--- src/rtl/ps2_scancode_matrix.sv ---
// Builds the ZX Spectrum 8x5 key matrix from decoded PS/2 set-2 events and serves
// ULA row reads. Also flags Ctrl+Alt+Del and events lost to a full pending slot.
module ps2_scancode_matrix #(
  parameter bit CLEAR_ON_BAT = 1'b1,
  parameter bit DEL_RESET    = 1'b1
) (
  input  logic       clk,
  input  logic       rst_n,
  input  logic       kb_interrupt,
  input  logic [7:0] scancode,
  input  logic       released,
  input  logic       extended,
  input  logic [7:0] addr,
  output logic [4:0] keycol,
  output logic       kbd_reset_req,
  output logic       overrun
);

  localparam int unsigned ROWS = 8;
  localparam int unsigned COLS = 5;

  typedef enum logic [1:0] {S_IDLE, S_LOOKUP, S_APPLY} state_t;
  typedef enum logic [2:0] {K_NONE, K_BASE, K_CS, K_SS, K_COMP, K_ALT, K_DEL, K_BAT} kind_t;

  state_t                      r_state;
  logic [7:0]                  r_code;
  logic                        r_rel;
  logic                        r_ext;
  logic                        r_pend_vld;
  logic [7:0]                  r_pend_code;
  logic                        r_pend_rel;
  logic                        r_pend_ext;
  kind_t                       r_kind;
  logic [2:0]                  r_row;
  logic [2:0]                  r_col;
  logic [2:0]                  r_sub;
  logic [ROWS-1:0][COLS-1:0]   r_base;
  logic [1:0]                  r_cs;
  logic [1:0]                  r_ss;
  logic [4:0]                  r_comp;
  logic                        r_alt;
  logic                        r_kbd_reset_req;
  logic                        r_overrun;

  kind_t                       w_kind;
  logic [2:0]                  w_row;
  logic [2:0]                  w_col;
  logic [2:0]                  w_sub;
  logic [6:0]                  w_pos;
  logic [ROWS-1:0][COLS-1:0]   w_eff;
  logic [COLS-1:0]             w_keycol;

  // {valid, row, col} of a plain (non-E0) key that maps to one matrix cell
  function automatic logic [6:0] base_pos(input logic [7:0] code);
    case (code)
      8'h1A: base_pos = {1'b1, 3'd0, 3'd1};
      8'h22: base_pos = {1'b1, 3'd0, 3'd2};
      8'h21: base_pos = {1'b1, 3'd0, 3'd3};
      8'h2A: base_pos = {1'b1, 3'd0, 3'd4};
      8'h1C: base_pos = {1'b1, 3'd1, 3'd0};
      8'h1B: base_pos = {1'b1, 3'd1, 3'd1};
      8'h23: base_pos = {1'b1, 3'd1, 3'd2};
      8'h2B: base_pos = {1'b1, 3'd1, 3'd3};
      8'h34: base_pos = {1'b1, 3'd1, 3'd4};
      8'h15: base_pos = {1'b1, 3'd2, 3'd0};
      8'h1D: base_pos = {1'b1, 3'd2, 3'd1};
      8'h24: base_pos = {1'b1, 3'd2, 3'd2};
      8'h2D: base_pos = {1'b1, 3'd2, 3'd3};
      8'h2C: base_pos = {1'b1, 3'd2, 3'd4};
      8'h16: base_pos = {1'b1, 3'd3, 3'd0};
      8'h1E: base_pos = {1'b1, 3'd3, 3'd1};
      8'h26: base_pos = {1'b1, 3'd3, 3'd2};
      8'h25: base_pos = {1'b1, 3'd3, 3'd3};
      8'h2E: base_pos = {1'b1, 3'd3, 3'd4};
      8'h45: base_pos = {1'b1, 3'd4, 3'd0};
      8'h46: base_pos = {1'b1, 3'd4, 3'd1};
      8'h3E: base_pos = {1'b1, 3'd4, 3'd2};
      8'h3D: base_pos = {1'b1, 3'd4, 3'd3};
      8'h36: base_pos = {1'b1, 3'd4, 3'd4};
      8'h4D: base_pos = {1'b1, 3'd5, 3'd0};
      8'h44: base_pos = {1'b1, 3'd5, 3'd1};
      8'h43: base_pos = {1'b1, 3'd5, 3'd2};
      8'h3C: base_pos = {1'b1, 3'd5, 3'd3};
      8'h35: base_pos = {1'b1, 3'd5, 3'd4};
      8'h5A: base_pos = {1'b1, 3'd6, 3'd0};
      8'h4B: base_pos = {1'b1, 3'd6, 3'd1};
      8'h42: base_pos = {1'b1, 3'd6, 3'd2};
      8'h3B: base_pos = {1'b1, 3'd6, 3'd3};
      8'h33: base_pos = {1'b1, 3'd6, 3'd4};
      8'h29: base_pos = {1'b1, 3'd7, 3'd0};
      8'h3A: base_pos = {1'b1, 3'd7, 3'd2};
      8'h31: base_pos = {1'b1, 3'd7, 3'd3};
      8'h32: base_pos = {1'b1, 3'd7, 3'd4};
      default: base_pos = 7'd0;
    endcase
  endfunction

  // Classify the captured event; modifiers and composites live outside base
  always_comb begin
    w_kind = K_NONE;
    w_row  = 3'd0;
    w_col  = 3'd0;
    w_sub  = 3'd0;
    w_pos  = base_pos(r_code);
    if (!r_ext && w_pos[6]) begin
      w_kind = K_BASE;
      w_row  = w_pos[5:3];
      w_col  = w_pos[2:0];
    end else begin
      case ({r_ext, r_code})
        9'h012: begin w_kind = K_CS;   w_sub = 3'd0; end
        9'h059: begin w_kind = K_CS;   w_sub = 3'd1; end
        9'h014: begin w_kind = K_SS;   w_sub = 3'd0; end
        9'h114: begin w_kind = K_SS;   w_sub = 3'd1; end
        9'h175: begin w_kind = K_COMP; w_sub = 3'd0; end
        9'h172: begin w_kind = K_COMP; w_sub = 3'd1; end
        9'h16B: begin w_kind = K_COMP; w_sub = 3'd2; end
        9'h174: begin w_kind = K_COMP; w_sub = 3'd3; end
        9'h066: begin w_kind = K_COMP; w_sub = 3'd4; end
        9'h011, 9'h111: w_kind = K_ALT;
        9'h071, 9'h171: w_kind = K_DEL;
        9'h0AA: w_kind = K_BAT;
        default: w_kind = K_NONE;
      endcase
    end
  end

  always_ff @(posedge clk or negedge rst_n) begin
    if (!rst_n) begin
      r_state         <= S_IDLE;
      r_code          <= 8'd0;
      r_rel           <= 1'b0;
      r_ext           <= 1'b0;
      r_pend_vld      <= 1'b0;
      r_pend_code     <= 8'd0;
      r_pend_rel      <= 1'b0;
      r_pend_ext      <= 1'b0;
      r_kind          <= K_NONE;
      r_row           <= 3'd0;
      r_col           <= 3'd0;
      r_sub           <= 3'd0;
      r_base          <= '0;
      r_cs            <= 2'd0;
      r_ss            <= 2'd0;
      r_comp          <= 5'd0;
      r_alt           <= 1'b0;
      r_kbd_reset_req <= 1'b0;
      r_overrun       <= 1'b0;
    end else begin
      r_kbd_reset_req <= 1'b0;
      r_overrun       <= 1'b0;
      // Busy FSM: park a new event in the single pending slot or drop it
      if (kb_interrupt && (r_state != S_IDLE)) begin
        if (!r_pend_vld) begin
          r_pend_vld  <= 1'b1;
          r_pend_code <= scancode;
          r_pend_rel  <= released;
          r_pend_ext  <= extended;
        end else begin
          r_overrun <= 1'b1;
        end
      end
      case (r_state)
        S_IDLE: begin
          if (r_pend_vld) begin
            r_code  <= r_pend_code;
            r_rel   <= r_pend_rel;
            r_ext   <= r_pend_ext;
            r_state <= S_LOOKUP;
            if (kb_interrupt) begin
              r_pend_code <= scancode;
              r_pend_rel  <= released;
              r_pend_ext  <= extended;
            end else begin
              r_pend_vld <= 1'b0;
            end
          end else if (kb_interrupt) begin
            r_code  <= scancode;
            r_rel   <= released;
            r_ext   <= extended;
            r_state <= S_LOOKUP;
          end
        end
        S_LOOKUP: begin
          r_kind          <= w_kind;
          r_row           <= w_row;
          r_col           <= w_col;
          r_sub           <= w_sub;
          r_kbd_reset_req <= DEL_RESET && (w_kind == K_DEL) && !r_rel && (|r_ss) && r_alt;
          r_state         <= S_APPLY;
        end
        S_APPLY: begin
          case (r_kind)
            K_BASE: r_base[r_row][r_col] <= !r_rel;
            K_CS:   r_cs[r_sub[0]]       <= !r_rel;
            K_SS:   r_ss[r_sub[0]]       <= !r_rel;
            K_COMP: r_comp[r_sub]        <= !r_rel;
            K_ALT:  r_alt                <= !r_rel;
            K_BAT: begin
              if (CLEAR_ON_BAT && !r_rel) begin
                r_base <= '0;
                r_cs   <= 2'd0;
                r_ss   <= 2'd0;
                r_comp <= 5'd0;
                r_alt  <= 1'b0;
              end
            end
            default: ;
          endcase
          r_state <= S_IDLE;
        end
        default: r_state <= S_IDLE;
      endcase
    end
  end

  // Effective matrix: composites add their digit plus CS; shift/ctrl sources collapse
  always_comb begin
    w_eff       = r_base;
    w_eff[0][0] = (|r_cs) | (|r_comp);
    w_eff[7][1] = |r_ss;
    w_eff[4][3] = r_base[4][3] | r_comp[0];
    w_eff[4][4] = r_base[4][4] | r_comp[1];
    w_eff[3][4] = r_base[3][4] | r_comp[2];
    w_eff[4][2] = r_base[4][2] | r_comp[3];
    w_eff[4][0] = r_base[4][0] | r_comp[4];
    w_keycol    = '1;
    for (int c = 0; c < COLS; c++) begin
      for (int r = 0; r < ROWS; r++) begin
        if (w_eff[r][c] && !addr[r]) w_keycol[c] = 1'b0;
      end
    end
  end

  assign keycol        = w_keycol;
  assign kbd_reset_req = r_kbd_reset_req;
  assign overrun       = r_overrun;

endmodule

--- config.mk ---
export PLATFORM = sky130hd
export DESIGN_NAME = ps2_scancode_matrix
export DESIGN_NICKNAME = d
export VERILOG_FILES = /design/src/rtl/ps2_scancode_matrix.sv
export SDC_FILE = /design/constraint.sdc
export NUM_CORES = 1
export LEC_CHECK = 0
export CORE_MARGIN = 2
export CORE_UTILIZATION = 40
export DETAILED_ROUTE_END_ITERATION = 10
export PLACE_DENSITY = 0.68
export SYNTH_ARGS = -nofsm -noshare
export SYNTH_HDL_FRONTEND = slang
export SYNTH_SLANG_ARGS = --single-unit
--- constraint.sdc ---
create_clock -name clk -period 2.8 [get_ports clk]
set_clock_uncertainty 0.2 [all_clocks]
set_input_delay 0.56 -clock clk [delete_from_list [all_inputs] [get_ports clk]]
set_output_delay 0.56 -clock clk [all_outputs]
set_load 0.02 [all_outputs]
==> Flow_metrics.wiki, run 1 <==
{| class="wikitable"
! Metric !! Value
|-
| Status || completed
|-
| Final wirelength || 13000 um
|-
| Most common library cell in the layout ignoring fill and taps || o21ai_0
|-
| Final count of hold timing violations || 0
|-
| Max Root-Sink Buffers || 2
|-
| Data arrival time of the critical path || 1.96 ns
|-
| Die Height || 116 um
|-
| Top post-synthesis cells by area || dfrtp_1 43%, o21ai_0 10%, a21oi_1 6.0%, nor2_1 3.2%, mux2i_1 3.0%
|-
| Critical R2R Launch || r_code[0]
|-
| Achievable frequency || 0.367 GHz
|-
| Cell with the biggest individual delay on the critical path || clkdlybuf4s50_1
|-
| Total count of max-transition violations in the final report || 0
|-
| Synthesis warning total || 0
|-
| Setup WS pre-CTS || -0.421 ns
|-
| Final cell utilization of the core || 48.6%
|-
| Ys async rst share || 100%
|-
| Vias after detailed routing || 4520
|-
| Boundary Pins || 28
|-
| Number of buffers added by the clock tree synthesis step || 9
|-
| Synthesized cell area || 5000 sq um
|-
| Global-route wire length before repair || 21800 um
|-
| Synth Flop Type || dfrtp_1
|-
| Relative area change from synthesis to final layout || 17.7%
|-
| Area share of the largest cell type after synthesis || 42.6%
|-
| Proportion of synthesized chip area in sequential cells || 42.6%
|-
| DR vias/cell || 5.91
|-
| Share of the clock period used by the worst path after layout || 97.2%
|-
| Chip Width || 116 um
|-
| Number of nets in the layout || 619
|-
| Worst vdd ir || 614 uV
|-
| Setup ws final || 0.0789 ns
|-
| Sinks on the clock net || 85
|-
| Quantity of hold-fixing buffers added after cts || 0
|-
| Clock latency of the later-clocked register in the worst-skew pair || 0.34 ns
|-
| Worst slew pin tran || 0.629 ns
|-
| Final GP Congestion || 0.978
|-
| Worst path required time || 2.04 ns
|-
| Cell taking the most area after synthesis || dfrtp_1
|-
| Capturing point of the worst reg2reg path || r_row[1]
|-
| Headroom to the max-slew limit || 58.1%
|-
| Worst R2R Setup Slack || 0.29 ns
|-
| Number of enable-type register cells in the synthesized netlist || 0
|-
| Max FO, Critical Path || 4
|-
| Share of post-route cells with drive strength above 1 || 14.2%
|-
| Starting Density || 41.3%
|-
| Leakage || 2.41 nW
|-
| Class of the worst hold path || in2async
|-
| Post CTS Setup Buffer Count || 0
|-
| Kind of critical path || in2out
|-
| Core ar. || 12100 sq um
|-
| RSZ-0062 raised after global routing || no
|-
| I/O Buffers || 27
|-
| CP Capture Type || primary output
|-
| Post-synthesis net count || 585
|-
| Post-CTS clock slew at the launch and capture registers of the worst setup and hold paths || 0.07 ns
|-
| Largest net degree at the start of global routing || 86
|-
| Total chip power || 5.19 mW
|-
| Number of design-rule violations left by the first detailed-router iteration || 531
|-
| Antenna-violating nets left || 0
|-
| Placed cell count || 749
|-
| Critical path startpoint || addr[0]
|-
| Post-layout instance count excluding filler cells || 765
|-
| CP max stage delay || 0.48 ns
|-
| # diodes || 0
|-
| Number of global-route vias before repair || 4347
|-
| DRC Markers || 0
|-
| Number of instances in the synthesized netlist || 558
|-
| Most frequent cells in the layout || 100 x o21ai_0, 85 x dfrtp_1, 60 x a21oi_1
|-
| Crit path cell chain || clkdlybuf4s50_1, inv_1, a22o_1, a221oi_2, o211a_1, clkdlybuf4s15_2
|-
| Clock tree from TritonCTS || done
|-
| Depth of the worst register-to-register path || 7
|-
| Setup Total Neg Slack || 0 ns
|-
| All-Layer GR Usage || 20.5%
|-
| HPWL after DPL || 9060 um
|-
| Average wire per cell in the routed design || 17.0 um
|-
| Power per unit of standard cell area || 882 nW/um^2
|-
| Cell variety after synth || 69
|-
| Count of state elements after synthesis || 85
|-
| Detailed Routing Iterations Pass 1 || 5
|-
| Startpoint class of the critical path || primary input
|-
| GRT overflow || 0
|-
| Max-capacitance violation count || 0
|-
| Max H-tree Level || 3
|-
| Total of endpoints with negative setup slack in the final report || 0
|-
| Fillers || 1151
|-
| Master cell of the clock root buffer || clkbuf_16
|-
| Floorplan die area || 13400 sq um
|-
| Avg Inst Size Synth || 8.96 sq um
|-
| Number of core rows || 40
|-
| Final worst path period need || 2.72 ns
|-
| Initial antenna violation count || 0
|}
[worst max-delay path: cells and delay by family]
family / cells / cell delay [ns]
AOI/OAI and AO/OA: 3 / 0.58
buffers and inverters: 3 / 0.81
[final cells by class]
cell class | instances | area (sq um) | area share (%)
clock buffers | 9 | 225 | 3.83
clock inverters | 7 | 72.6 | 1.23
inverters | 14 | 52.6 | 0.894
multi-input cells | 422 | 2680 | 45.6
flip-flops and latches | 85 | 2130 | 36.2
well taps | 168 | 210 | 3.57
repair buffers | 60 | 513 | 8.72
[power by group]
part,internal (mW),switching (mW),total (mW)
registers,1.46,0.382,1.84
clock network,0.694,0.505,1.20
logic,0.959,1.19,2.15
[timing repair]
item | 4_1_cts | 5_1_grt
pin swaps | 0 | 0
cloned | 0 | 0
setup endpoints to repair | 5 | 4
hold endpoints to repair | 0 | 0
gates resized for setup | 15 | 6
[cells in the mapped netlist (8+ instances only)]
cell / n
nand2b_1: 10
nor2b_1: 10
o31ai_1: 8
dfrtp_1: 85
nand3_1: 9
nor3_1: 8
o21ai_0: 100
mux2_2: 13
nand3b_1: 8
mux2i_1: 15
a21oi_1: 60
nor2_1: 42
inv_1: 13
clkbuf_1: 20
nand2_1: 28
[stage by stage]
stage	cell area [sq um]	hold WS, ns
CTS	5890	0.0613
global placement	5570	0.284
detailed placement	5570	0.293
floorplan	5000	0.0644
global route	5880	0.0758
finish	5880	0.0334
[flip-flops by register name, indices dropped and copies added (netlist names), 2 cells and up]
name and cells:
r_base 38, r_code 8, r_pend_code 8, r_comp 5
r_col 3, r_kind 3, r_row 3, r_sub 3
r_cs 2, r_ss 2, r_state 2
[worst max-delay path by stage]
stage / to / slack [ns]
3_5_place_dp: keycol[2] / -0.42
3_3_place_gp: keycol[2] / -0.39
6_report: keycol[1] / 0.08
5_1_grt: keycol[4] / 0.02
4_1_cts: keycol[2] / -0.04
2_1_floorplan: r_row[1] / 0.45
[kinds of logic (layout without fill, tap and decap cells)]
kind of cell | Yosys count | count (layout) | share of synthesized area [%]
AOI/OAI and AO/OA | 230 | 230 | 27.7
and+or+nand+nor | 156 | 156 | 17.4
DFF | 85 | 85 | 42.6
buffers and inverters | 51 | 90 | 4.53
muxes | 28 | 28 | 5.93
adders and majority gates | 6 | 6 | 1.50
xor gates and xnor gates | 2 | 2 | 0.351
[layer usage]
layer	up-vias	GRT usage, %	wire length [um]
met5	-	0	0
met2	162	33.6	6090
met3	36	3.97	871
li1	2140	-	-
met4	0	7.54	314
met1	2182	27.2	5700
No activity file was read; power rests on OpenSTA's default activity.
==> run 2, diff against run 1 <==
--- a/config.mk
+++ b/config.mk
@@ -9,6 +9,7 @@
 export CORE_UTILIZATION = 40
 export DETAILED_ROUTE_END_ITERATION = 10
 export PLACE_DENSITY = 0.68
+export SLEW_MARGIN = 20
 export SYNTH_ARGS = -nofsm -noshare
 export SYNTH_HDL_FRONTEND = slang
 export SYNTH_SLANG_ARGS = --single-unit
==> results of run 2 <==
Final layout, timing and power as in run 1 (identical DEF).
==> run 3, diff against run 2 <==
--- a/config.mk
+++ b/config.mk
@@ -6,9 +6,9 @@
 export NUM_CORES = 1
 export LEC_CHECK = 0
 export CORE_MARGIN = 2
-export CORE_UTILIZATION = 40
+export CORE_UTILIZATION = 60
 export DETAILED_ROUTE_END_ITERATION = 10
-export PLACE_DENSITY = 0.68
+export PLACE_DENSITY = 0.91
 export SLEW_MARGIN = 20
 export SYNTH_ARGS = -nofsm -noshare
 export SYNTH_HDL_FRONTEND = slang
==> Flow_metrics.wiki, run 3 (synthesis gave the netlist of run 1 again) <==
{| class="wikitable"
! Metric !! Value
|-
| Clock latency of the later-clocked register in the worst-skew pair || 0.36 ns (+0.02 ns)
|-
| Headroom to the max-slew limit || 53.1% (-5.0 points)
|-
| DR vias/cell || 6.65 (+13%)
|-
| Class of the worst hold path || reg2reg
|-
| DRC Markers || 0 (unchanged)
|-
| Clock tree from TritonCTS || done
|-
| Max Root-Sink Buffers || 2 (unchanged)
|-
| Die Height || 95.3 um (-18%)
|-
| Largest net degree at the start of global routing || 49 (-43%)
|-
| Data arrival time of the critical path || 1.97 ns (about the same)
|-
| Setup Total Neg Slack || 0 ns (unchanged)
|-
| Most frequent cells in the layout || 100 x o21ai_0, 85 x dfrtp_1, 60 x a21oi_1
|-
| Depth of the worst register-to-register path || 7 (unchanged)
|-
| Number of core rows || 33 (-18%)
|-
| Number of nets in the layout || 613 (-0.97%)
|-
| Worst slew pin tran || 0.704 ns (+0.0755 ns)
|-
| Core ar. || 8130 sq um (-33%)
|-
| Worst path required time || 2.04 ns (about the same)
|-
| Max reg flops || 38 (unchanged)
|-
| Hold depth || 1
|-
| Number of design-rule violations left by the first detailed-router iteration || 420 (-21%)
|-
| Final worst path period need || 2.73 ns (+0.00770 ns)
|-
| Max-capacitance violation count || 0 (unchanged)
|-
| Top flop regs || r_base x38, r_code x8, r_pend_code x8
|-
| Post-CTS clock slew at the launch and capture registers of the worst setup and hold paths || 0.08 ns (about the same)
|-
| Final GP Congestion || 0.974 (-0.40%)
|-
| Initial antenna violation count || 0 (unchanged)
|-
| Global-route wire length before repair || 21400 um (-1.5%)
|-
| Boundary Pins || 28 (unchanged)
|-
| Max H-tree Level || 3 (unchanged)
|-
| Most common library cell in the layout ignoring fill and taps || o21ai_0
|-
| Max FO, Critical Path || 3 (-1)
|-
| Starting Density || 61.4% (+20 points)
|-
| Relative area change from synthesis to final layout || 12.9%
|-
| GRT overflow || 0 (unchanged)
|-
| Finished layout cell area || 5640 sq um (-4.1%)
|-
| Kind of critical path || in2out
|-
| # diodes || 0 (unchanged)
|-
| Startpoint class of the critical path || primary input
|-
| Vias after detailed routing || 4629 (+2.4%)
|-
| Worst vdd ir || 749 uV (+22%)
|-
| RSZ-0062 raised after global routing || no
|-
| Status || completed
|-
| Final count of hold timing violations || 0 (unchanged)
|-
| Final wirelength || 13300 um (+2.8%)
|-
| Achievable frequency || 0.366 GHz (-0.28%)
|-
| Sinks on the clock net || 85 (unchanged)
|-
| Final cell utilization of the core || 69.4% (+21 points)
|-
| CP Capture Type || primary output
|-
| Total of endpoints with negative setup slack in the final report || 0 (unchanged)
|-
| Number of buffers added by the clock tree synthesis step || 9 (unchanged)
|-
| Post-DP Area || 5440 sq um (-2.4%)
|-
| Antenna-violating nets left || 0 (unchanged)
|-
| All-Layer GR Usage || 30.6% (+10 points)
|-
| Average wire per cell in the routed design || 19.2 um (+13%)
|-
| Total count of max-transition violations in the final report || 0 (unchanged)
|-
| Number of global-route vias before repair || 4406 (+1.4%)
|-
| Leakage || 2.33 nW (-3.3%)
|-
| Detailed Routing Iterations Pass 1 || 5 (unchanged)
|-
| I/O Buffers || 27 (unchanged)
|-
| Floorplan die area || 9070 sq um (-32%)
|-
| Register name with the most flops || r_base
|-
| Setup WS pre-CTS || -0.402 ns (+0.0192 ns)
|-
| Setup ws final || 0.0712 ns (-0.00770 ns)
|-
| Power per unit of standard cell area || 860 nW/um^2 (-2.5%)
|-
| Chip Width || 95.3 um (-18%)
|-
| Master cell of the clock root buffer || clkbuf_8
|-
| Worst hold margin || 0.314 ns (+0.280 ns)
|-
| HPWL after DPL || 9580 um (+5.7%)
|-
| Share of post-route cells with drive strength above 1 || 12.7% (-1.5 points)
|-
| Share of the clock period used by the worst path after layout || 97.5% (+0.28 points)
|}
## run 3: changes by cell type in the layout (fill, tap and decap cells not counted), sizes merged
| cell | before | now |
|---|---|---|
| buf | 36 | 30 |
| bufinv | 1 | 0 |
| clkdlybuf4s15 | 1 | 2 |
| clkinvlp | 2 | 1 |
| dlygate4sd2 | 1 | 0 |
| dlygate4sd3 | 0 | 1 |
| inv | 15 | 16 |
## run 3: path summary, 6_finish.rpt
path	start	end	slack (ns)
setup / recovery	addr[3]	keycol[2]	0.07
hold / removal	r_pend_code[3]	r_pend_code[3]	0.31
setup reg to reg	r_code[0]	r_col[0]	0.25
hold reg to reg	r_pend_code[3]	r_pend_code[3]	0.31
max in group asynchronous	rst_n	r_code[3]	1.27
min in group asynchronous	rst_n	r_base[13]	0.51
## run 3: report_power, final
part	switching (mW)	total (mW)	leakage [nW]	internal [mW]
clock	0.487	0.850	0.0954	0.362
combinational	1.24	2.19	1.11	0.944
sequential	0.362	1.82	1.13	1.46
total	2.09	4.85	2.33	2.76
## run 3: per-stage QoR
stage               std cells  power, mW
finish                    696       4.85
global route              696       5.13
CTS                       696       4.82
detailed placement        679       3.98
global placement          679       3.90
floorplan                 558       3.34
## run 3: repair_timing
item,4_1_cts,5_1_grt
gates resized for setup,15,5
endpoints found under the hold margin,39,0
pin swaps,0,2
hold buffers,1,0
setup endpoints to repair,5,5
cloned,0,0
setup buffers,0,0
## run 3: area by class of cell
class	count	area (sq um)
Clock buffer	10	138
Clock inverter	6	53.8
Fill cell	607	2490
Inverter	14	52.6
Multi-Input combinational cell	422	2670
Sequential cell	85	2130
Tap cell	105	131
Timing Repair Buffer	54	472
## run 3: per-layer routing
metal	global-route usage [%]	share of wire (%)	vias to the layer above
li1	-	-	2128
met1	37.7	41	2243
met2	52.5	50	215
met3	4.82	6.2	43
met4	14.1	2.9	0
met5	0	0	-
## run 3: critical path: stages
cell and delay [ns]:
clkdlybuf4s50_1 0.50, inv_1 0.06, buf_4 0.14, a222oi_1 0.26, o211a_1 0.20, clkdlybuf4s15_2 0.25
